$ cat src/rtl/rom_arbiter_if.sv
// rtl/rom_arbiter_if.sv - requester and ROM port bundle for the instruction ROM arbiter

interface rom_arbiter_if;
    logic        if_req;
    logic [15:0] if_addr;
    logic        if_gnt;
    logic        if_valid;
    logic [15:0] if_data;
    logic        if_err;

    logic        ld_req;
    logic [15:0] ld_addr;
    logic        ld_gnt;
    logic        ld_valid;
    logic [15:0] ld_data;
    logic        ld_err;

    logic        flush;

    logic [15:0] rom_addr;
    logic [15:0] rom_data;

    modport slave (
        input  if_req, if_addr, ld_req, ld_addr, flush, rom_data,
        output if_gnt, if_valid, if_data, if_err,
        output ld_gnt, ld_valid, ld_data, ld_err,
        output rom_addr
    );

    modport master (
        output if_req, if_addr, ld_req, ld_addr, flush, rom_data,
        input  if_gnt, if_valid, if_data, if_err,
        input  ld_gnt, ld_valid, ld_data, ld_err,
        input  rom_addr
    );
endinterface

$ cat src/rtl/rom_arbiter.sv
// rtl/rom_arbiter.sv - fetch/load arbiter and 2-stage read pipeline for the instruction ROM

module rom_arbiter #(
    parameter int unsigned STARVE_LIMIT = 4
) (
    input  logic         clk,
    input  logic         rst_n,
    rom_arbiter_if.slave bus
);

    localparam logic [3:0] LIMIT = 4'(STARVE_LIMIT);

    logic [3:0]  starve_cnt;
    logic        if_gnt;
    logic        ld_gnt;
    logic        any_gnt;
    logic [15:0] gnt_addr;

    logic        s1_valid;
    logic        s1_ld;
    logic        s1_err;
    logic        s1_live;
    logic [15:0] rom_addr_q;

    logic        s2_if_valid;
    logic        s2_ld_valid;
    logic [15:0] if_data_q;
    logic        if_err_q;
    logic [15:0] ld_data_q;
    logic        ld_err_q;
    logic [15:0] resp_word;

    // Fetch has priority unless the load has waited out its starvation budget.
    always_comb begin
        if_gnt = 1'b0;
        ld_gnt = 1'b0;
        if (bus.flush) begin
            ld_gnt = bus.ld_req;
        end else if ((starve_cnt == LIMIT) && bus.ld_req) begin
            ld_gnt = 1'b1;
        end else if (bus.if_req) begin
            if_gnt = 1'b1;
        end else begin
            ld_gnt = bus.ld_req;
        end
    end

    assign any_gnt  = if_gnt | ld_gnt;
    assign gnt_addr = ld_gnt ? bus.ld_addr : bus.if_addr;

    always_ff @(posedge clk or negedge rst_n) begin
        if (!rst_n) begin
            starve_cnt <= 4'd0;
        end else if (!bus.ld_req || ld_gnt) begin
            starve_cnt <= 4'd0;
        end else if (starve_cnt != LIMIT) begin
            starve_cnt <= starve_cnt + 4'd1;
        end
    end

    // S1: registered ROM address plus owner and misalignment tags.
    always_ff @(posedge clk or negedge rst_n) begin
        if (!rst_n) begin
            s1_valid   <= 1'b0;
            s1_ld      <= 1'b0;
            s1_err     <= 1'b0;
            rom_addr_q <= 16'h0000;
        end else begin
            s1_valid <= any_gnt;
            if (any_gnt) begin
                s1_ld      <= ld_gnt;
                s1_err     <= gnt_addr[0];
                rom_addr_q <= {gnt_addr[15:1], 1'b0};
            end
        end
    end

    // A flush kills a fetch sitting in S1 before its data is captured.
    assign s1_live   = s1_valid & ~(bus.flush & ~s1_ld);
    assign resp_word = s1_err ? 16'h0000 : bus.rom_data;

    // S2: per-requester response registers; data only moves when its owner completes.
    always_ff @(posedge clk or negedge rst_n) begin
        if (!rst_n) begin
            s2_if_valid <= 1'b0;
            s2_ld_valid <= 1'b0;
            if_data_q   <= 16'h0000;
            if_err_q    <= 1'b0;
            ld_data_q   <= 16'h0000;
            ld_err_q    <= 1'b0;
        end else begin
            s2_if_valid <= s1_live & ~s1_ld;
            s2_ld_valid <= s1_live & s1_ld;
            if (s1_live && !s1_ld) begin
                if_data_q <= resp_word;
                if_err_q  <= s1_err;
            end
            if (s1_live && s1_ld) begin
                ld_data_q <= resp_word;
                ld_err_q  <= s1_err;
            end
        end
    end

    assign bus.if_gnt   = if_gnt;
    assign bus.ld_gnt   = ld_gnt;
    assign bus.rom_addr = rom_addr_q;

    // A fetch already in S2 is presented this cycle, so flush must mask it here.
    assign bus.if_valid = s2_if_valid & ~bus.flush;
    assign bus.if_data  = if_data_q;
    assign bus.if_err   = if_err_q;
    assign bus.ld_valid = s2_ld_valid;
    assign bus.ld_data  = ld_data_q;
    assign bus.ld_err   = ld_err_q;

    a_one_grant : assert property (@(posedge clk) disable iff (!rst_n)
        !(if_gnt && ld_gnt));

    a_one_valid : assert property (@(posedge clk) disable iff (!rst_n)
        !(bus.if_valid && bus.ld_valid));

endmodule
$ cat src/flat_wrapper.sv
// flat-port wrapper written by rule: the top's interface ports become plain ports
module rom_arbiter_flat 
#(
    parameter int unsigned STARVE_LIMIT = 4
)
  (clk, rst_n, bus_if_req, bus_if_addr, bus_ld_req, bus_ld_addr, bus_flush, bus_rom_data, bus_if_gnt, bus_if_valid, bus_if_data, bus_if_err, bus_ld_gnt, bus_ld_valid, bus_ld_data, bus_ld_err, bus_rom_addr);
  rom_arbiter_if bus_i ();
  input  logic clk;
  input  logic rst_n;
  input wire logic [$bits(bus_i.if_req)-1:0] bus_if_req;
  input wire logic [$bits(bus_i.if_addr)-1:0] bus_if_addr;
  input wire logic [$bits(bus_i.ld_req)-1:0] bus_ld_req;
  input wire logic [$bits(bus_i.ld_addr)-1:0] bus_ld_addr;
  input wire logic [$bits(bus_i.flush)-1:0] bus_flush;
  input wire logic [$bits(bus_i.rom_data)-1:0] bus_rom_data;
  output wire logic [$bits(bus_i.if_gnt)-1:0] bus_if_gnt;
  output wire logic [$bits(bus_i.if_valid)-1:0] bus_if_valid;
  output wire logic [$bits(bus_i.if_data)-1:0] bus_if_data;
  output wire logic [$bits(bus_i.if_err)-1:0] bus_if_err;
  output wire logic [$bits(bus_i.ld_gnt)-1:0] bus_ld_gnt;
  output wire logic [$bits(bus_i.ld_valid)-1:0] bus_ld_valid;
  output wire logic [$bits(bus_i.ld_data)-1:0] bus_ld_data;
  output wire logic [$bits(bus_i.ld_err)-1:0] bus_ld_err;
  output wire logic [$bits(bus_i.rom_addr)-1:0] bus_rom_addr;
  assign bus_i.if_req = bus_if_req;
  assign bus_i.if_addr = bus_if_addr;
  assign bus_i.ld_req = bus_ld_req;
  assign bus_i.ld_addr = bus_ld_addr;
  assign bus_i.flush = bus_flush;
  assign bus_i.rom_data = bus_rom_data;
  assign bus_if_gnt = bus_i.if_gnt;
  assign bus_if_valid = bus_i.if_valid;
  assign bus_if_data = bus_i.if_data;
  assign bus_if_err = bus_i.if_err;
  assign bus_ld_gnt = bus_i.ld_gnt;
  assign bus_ld_valid = bus_i.ld_valid;
  assign bus_ld_data = bus_i.ld_data;
  assign bus_ld_err = bus_i.ld_err;
  assign bus_rom_addr = bus_i.rom_addr;
  rom_arbiter #(.STARVE_LIMIT(STARVE_LIMIT)) u_core (.clk(clk), .rst_n(rst_n), .bus(bus_i));
endmodule
$ cat config.mk
export PLATFORM = sky130hd
export DESIGN_NAME = rom_arbiter_flat
export DESIGN_NICKNAME = d
export VERILOG_FILES = /design/src/rtl/rom_arbiter_if.sv /design/src/rtl/rom_arbiter.sv /design/src/flat_wrapper.sv
export SDC_FILE = /design/constraint.sdc
export NUM_CORES = 1
export LEC_CHECK = 0
export BUFFER_PORTS_ARGS = -buffer_cell sky130_fd_sc_hd__buf_2
export CORE_ASPECT_RATIO = 1.4
export CORE_UTILIZATION = 40
export DETAILED_ROUTE_END_ITERATION = 12
export GPL_ROUTABILITY_DRIVEN = 0
export PLACE_DENSITY = 0.68
export REMOVE_ABC_BUFFERS = 1
export SLEW_MARGIN = 20
export SYNTH_ARGS = -nofsm -noshare
export SYNTH_HDL_FRONTEND = slang
export SYNTH_SLANG_ARGS = --single-unit
$ cat constraint.sdc
create_clock -name clk -period 3.5 [get_ports clk]
set_clock_uncertainty 0.15 [all_clocks]
set_input_delay 0.175 -clock clk [delete_from_list [all_inputs] [get_ports clk]]
set_output_delay 0.175 -clock clk [all_outputs]
set_load 0.05 [all_outputs]
### Word level (Yosys, flattened, before mapping)

Index checks and enable logic that the tools add are counted.

* register bits: 58
* output and inout bits: 54
* word-level logic and storage cells: 40
* input port bits: 53

* equality and inequality tests: 2
* multiplexer cells: 10
* add/sub/neg operators: 1
* reductions and logical operators: 7
* bitwise logic cells: 9

Operators with widths (number)
* two-way mux 16 bit: 2
* two-way mux 4 bit: 2
* two-way mux 1 bit: 6
* bitwise AND 1 bit: 5
* adder 4 x 1 -> 4 bit (second input constant): 1
* == test 4 x 3 -> 1 bit (second input constant): 1
* inequality test 4 x 3 -> 1 bit (second input constant): 1
* logical AND 1 bit: 3
* NOT 1 bit: 3
* zero test 1 bit: 2
* nonzero test 2 bit: 1
* logical OR 1 bit: 1
* bitwise OR 1 bit: 1

### Depth between registers and ports, before layout

* word-level depth: 6
* gate-level depth with buffers: 7
* gate-level depth less buffers: 5

### Worst setup path before layout

No wires, ideal clock.

* kind: register to output
* start: reg u_core.starve_cnt[0]
* end: out bus_if_gnt
* arrival: 1.594 ns
* required time: 3.175 ns
* setup slack: 1.581 ns
* stages on the path, launching flop included: 5
* path through: dfrtp_1 -> inv_1 -> ha_1 -> and3b_1 -> a21oi_1

* cells in the longest elaborated chain, start to end: 4

Ends and longest elaborated chain
* start: declaration: RTL line rom_arbiter.sv:13 `logic [3:0] starve_cnt;`
* start signal: assignment: RTL line rom_arbiter.sv:57 `starve_cnt <= starve_cnt + 4'd1;`
* == test 4 x 3 -> 1 bit: RTL line rom_arbiter.sv:39 `end else if ((starve_cnt == LIMIT) && bus.ld_req) begin`
* logical AND 1 bit: RTL line rom_arbiter.sv:39
* two-way mux 1 bit: RTL line rom_arbiter.sv:39
* two-way mux 1 bit: RTL line rom_arbiter.sv:37 `if (bus.flush) begin`
* end: declaration: RTL line flat_wrapper.sv:16 `output wire logic [$bits(bus_i.if_gnt)-1:0] bus_if_gnt;`

No other way between the ends.

### Final worst setup path

* start: reg u_core.starve_cnt[0]
* end: reg u_core.rom_addr_q[10] (netlist: u_core.bus.rom_addr[10])

* cells in the longest elaborated chain, start to end: 5
* elaborated cells between the ends (all ways): 8
* classes of those cells: eq/ne (1); mux (5); bitwise (1); reduce/logical (1)

Ends and longest elaborated chain
* == test 4 x 3 -> 1 bit *: RTL line rom_arbiter.sv:39
* logical AND 1 bit *: RTL line rom_arbiter.sv:39
* two-way mux 1 bit: RTL line rom_arbiter.sv:39
* two-way mux 1 bit: RTL line rom_arbiter.sv:37
* two-way mux 16 bit or bitwise OR 1 bit (tied branches): RTL line rom_arbiter.sv:49, rom_arbiter.sv:48
* end signal: assignment: RTL line rom_arbiter.sv:73 `rom_addr_q <= {gnt_addr[15:1], 1'b0};`
* end: declaration: RTL line rom_arbiter.sv:23 `logic [15:0] rom_addr_q;`

Mark *: on every way between the ends. The rest lies on a longest branch, timed or not.
A chain may end at the register's enable or synchronous reset.

==> results.json <==
{
  "yosys.area.top_type": "dfrtp_1",
  "grt_setup_unrepaired": "no",
  "ys_warn_count": 0,
  "hold_path_class": "input pin to flop",
  "synth_edf_count": 0,
  "drt_iter0_drc": 126,
  "grt_first_pass_wirelength_mm": 10.7,
  "status": "finished clean",
  "fmax_mhz": 392,
  "post_synth_num_cell_types": 30,
  "syn2layout_area_growth_pct": 47.5,
  "ant_nets": 0,
  "grt_max_degree": 39,
  "rr_startpoint": "u_core.starve_cnt[0]$_DFFE_PN0P_",
  "wl_met1_mm": 2.71,
  "ys_seq_area_share_pct": 55.8,
  "p_sw_mw": 0.825,
  "worst_pin_slew_ns": 1.04,
  "drc_errors": 0,
  "layout_setup_ws_ns": 0.947,
  "seqPwrFrac_pct": 37.9,
  "clock-sinks": 58,
  "synth.avg_cell_area_um2": 10.3,
  "die_w_um": 70.1,
  "start_util_pct": 41.6,
  "wirelength_mm": 6.34,
  "hold_viol": 0,
  "io_buffers": 105,
  "share_comb_of_total_power_pct": 33.2,
  "fin_tns_setup_ns": 0,
  "grt_pass1_vias": 2415,
  "synthCells": 252,
  "synthTopCellsByArea": "dfrtp_1 56%, o221a_1 6.9%, mux2i_1 6.2%, nor2_1 5.3%, nand2_1 4.8%",
  "viasPerCell": 4.89,
  "drv_slew": 0,
  "die_h_um": 97.4,
  "min_period_ns": 2.55,
  "final_cells": 477,
  "peakVddDrop_mv": 0.330,
  "cap_violations": 0,
  "num_rows": 34,
  "top_layer_used": "met4",
  "drt_pass1_iterations": 4,
  "cts_resized": 0,
  "post-place-ws_ns": 1.49,
  "dp.cells": 412,
  "vias": 2332,
  "crit_fanout": 17,
  "synth_most_common_cell": "dfrtp_1",
  "end_kind": "flop",
  "clockBufferDepth": 2,
  "startpoint_type": "flop",
  "clock_latency_ns": 0.33,
  "yosysTopAreaCellShare_pct": 55.8,
  "cp.required_ns": 3.62,
  "wire_per_inst_um": 13.3,
  "wl_met2_mm": 3.11,
  "path_class": "flop to flop",
  "max_slew_margin_pct": 30.7,
  "clkPwrFrac_pct": 28.9,
  "grt_usage_pct": 19.8,
  "numCtsBuffers": 9,
  "worstHoldEndpoint": "u_core.s1_valid$_DFF_PN0_",
  "rrSetupSlack_ns": 0.95,
  "cts_htree_levels": 3,
  "whs_path_depth": 3,
  "setup_viol": 0,
  "p_total_mw": 2.17,
  "drive_above_1_share_pct": 31.9,
  "rr_endpoint": "u_core.bus.rom_addr[10]$_DFFE_PN0P_",
  "post_cts_buffers": 0,
  "netlist_area_um2": 2600,
  "ys.flop_type": "dfrtp_1",
  "dr_wl_met3_um": 429,
  "hp-start": "bus_if_req",
  "r2r_cells": 6,
  "clockRootBuffer": "clkbuf_8",
  "worstPathArrival_ns": 2.67,
  "fin_nets": 455,
  "p_sw_share_pct": 38.0,
  "synth_seq_cells": 58,
  "leakage_nw": 1.96,
  "clk_pin_slew_ns": 0.07,
  "power_density_nw_per_um2": 566,
  "fin_crit_sh_pct": 72.9,
  "pin_count": 107,
  "hold_slack_ns": 0.182,
  "gr-total-overflow": 0,
  "cts_tree": "built",
  "die-area_um2": 6830,
  "dp_hpwl_mm": 3.99,
  "core_area_um2": 6250,
  "p_int_mw": 1.35,
  "diodes": 0,
  "antenna_found_initial": 0,
  "ys_async_sr_fraction_pct": 100,
  "synth_common_cells": "58 x dfrtp_1, 37 x nor2_1, 33 x nand2_1, 23 x o21ai_1, 17 x nand2b_1"
}
[power groups by stage]
| stage | Sequential, mW | Combinational (mW) | Clock [mW] |
|---|---|---|---|
| 5_1_grt | 0.837 | 0.765 | 0.677 |
| 3_5_place_dp | 0.836 | 0.662 | 0 |
| 6_report | 0.824 | 0.721 | 0.627 |
| 3_3_place_gp | 0.834 | 0.650 | 0 |
| 2_1_floorplan | 1.16 | 0.144 | 0 |
| 4_1_cts | 0.824 | 0.723 | 0.640 |
[layout make-up]
type,instances,area [um2]
Fill cell,526,2420
Clock inverter,5,52.6
Tap cell,72,90.1
Clock buffer,11,151
Sequential cell,58,1450
Timing Repair Buffer,157,1050
Multi-Input combinational cell,169,1020
Inverter,5,18.8
[how the worst max path moves through the flow]
stage | cells after the start | to | start
finish | 6 | u_core.bus.rom_addr[10]$_DFFE_PN0P_ | u_core.starve_cnt[0]$_DFFE_PN0P_
CTS | 6 | u_core.bus.rom_addr[11]$_DFFE_PN0P_ | u_core.starve_cnt[0]$_DFFE_PN0P_
floorplan | 4 | bus_if_gnt | u_core.starve_cnt[0]$_DFFE_PN0P_
global route | 6 | u_core.bus.rom_addr[10]$_DFFE_PN0P_ | u_core.starve_cnt[0]$_DFFE_PN0P_
global placement | 6 | bus_ld_gnt | u_core.starve_cnt[0]$_DFFE_PN0P_
detailed placement | 6 | bus_ld_gnt | u_core.starve_cnt[0]$_DFFE_PN0P_
[worst max-delay path, stage by stage, from the launching register on]
cell and delay (ns):
dfrtp_1 0.39, inv_1 0.06, ha_1 0.18, and3b_1 0.22
o21ai_2 0.62, o221a_1 0.32, dlygate4sd3_1 0.55
[timing repair]
item | 4_1_cts | 5_1_grt
hold endpoints to repair | 71 | 0
hold buffers | 49 | 0
endpoints found under the setup margin | 0 | 0
[through the flow]
step                utilization [%]  cell area (um2)
floorplan                         -             2490
global placement               49.9             3120
global route                   61.3             3840
finish                         61.3             3840
detailed placement             50.2             3140
CTS                            61.3             3840
[layout by cell type (no fill, tap or decap)]
cell,count
o221a_1,16
buf_4,2
dfrtp_1,58
and3b_1,1
xor2_1,1
or2_1,1
buf_12,1
clkbuf_8,11
nand2b_4,1
o21ai_1,23
mux2_2,1
o21ai_0,9
a21oi_1,2
clkinv_2,3
clkinvlp_4,1
inv_2,2
dlygate4sd3_1,49
inv_1,3
nand3_1,1
conb_1,1
and3_1,1
or3b_1,2
nand2b_1,17
o21ai_2,1
xnor2_1,1
mux2_1,1
nor2_1,37
nand2_1,33
buf_2,105
bufinv_16,1
mux2i_1,16
nor2b_1,1
ha_1,2
[cell families (layout without fill, tap and decap cells)]
family	Yosys count	after routing	share of synthesized area, %
and+or+nand+nor	95	95	16.7
muxes	18	18	7.03
other	1	1	0.144
adders and majority gates	2	2	0.962
buffers and inverters	25	178	4.91
AOI/OAI and AO/OA	51	51	13.8
DFF	58	58	55.8
xor gates and xnor gates	2	2	0.674
[sequential cells by signal, indices dropped and copies added, names as in the netlist]
register             count
u_core.bus.if_data      16
u_core.bus.if_err        1
u_core.bus.ld_data      16
u_core.bus.ld_err        1
u_core.bus.ld_valid      1
u_core.bus.rom_addr     15
u_core.s1_err            1
u_core.s1_ld             1
u_core.s1_valid          1
u_core.s2_if_valid       1
u_core.starve_cnt        4
[routing by layer]
layer / up-vias / global-route usage [%]
met2: 108 / 33.4
met5: - / 0
li1: 1139 / -
met1: 1076 / 23.7
met3: 9 / 5.91
met4: 0 / 7.23
Note: power is estimated with default switching activity, not from simulation.
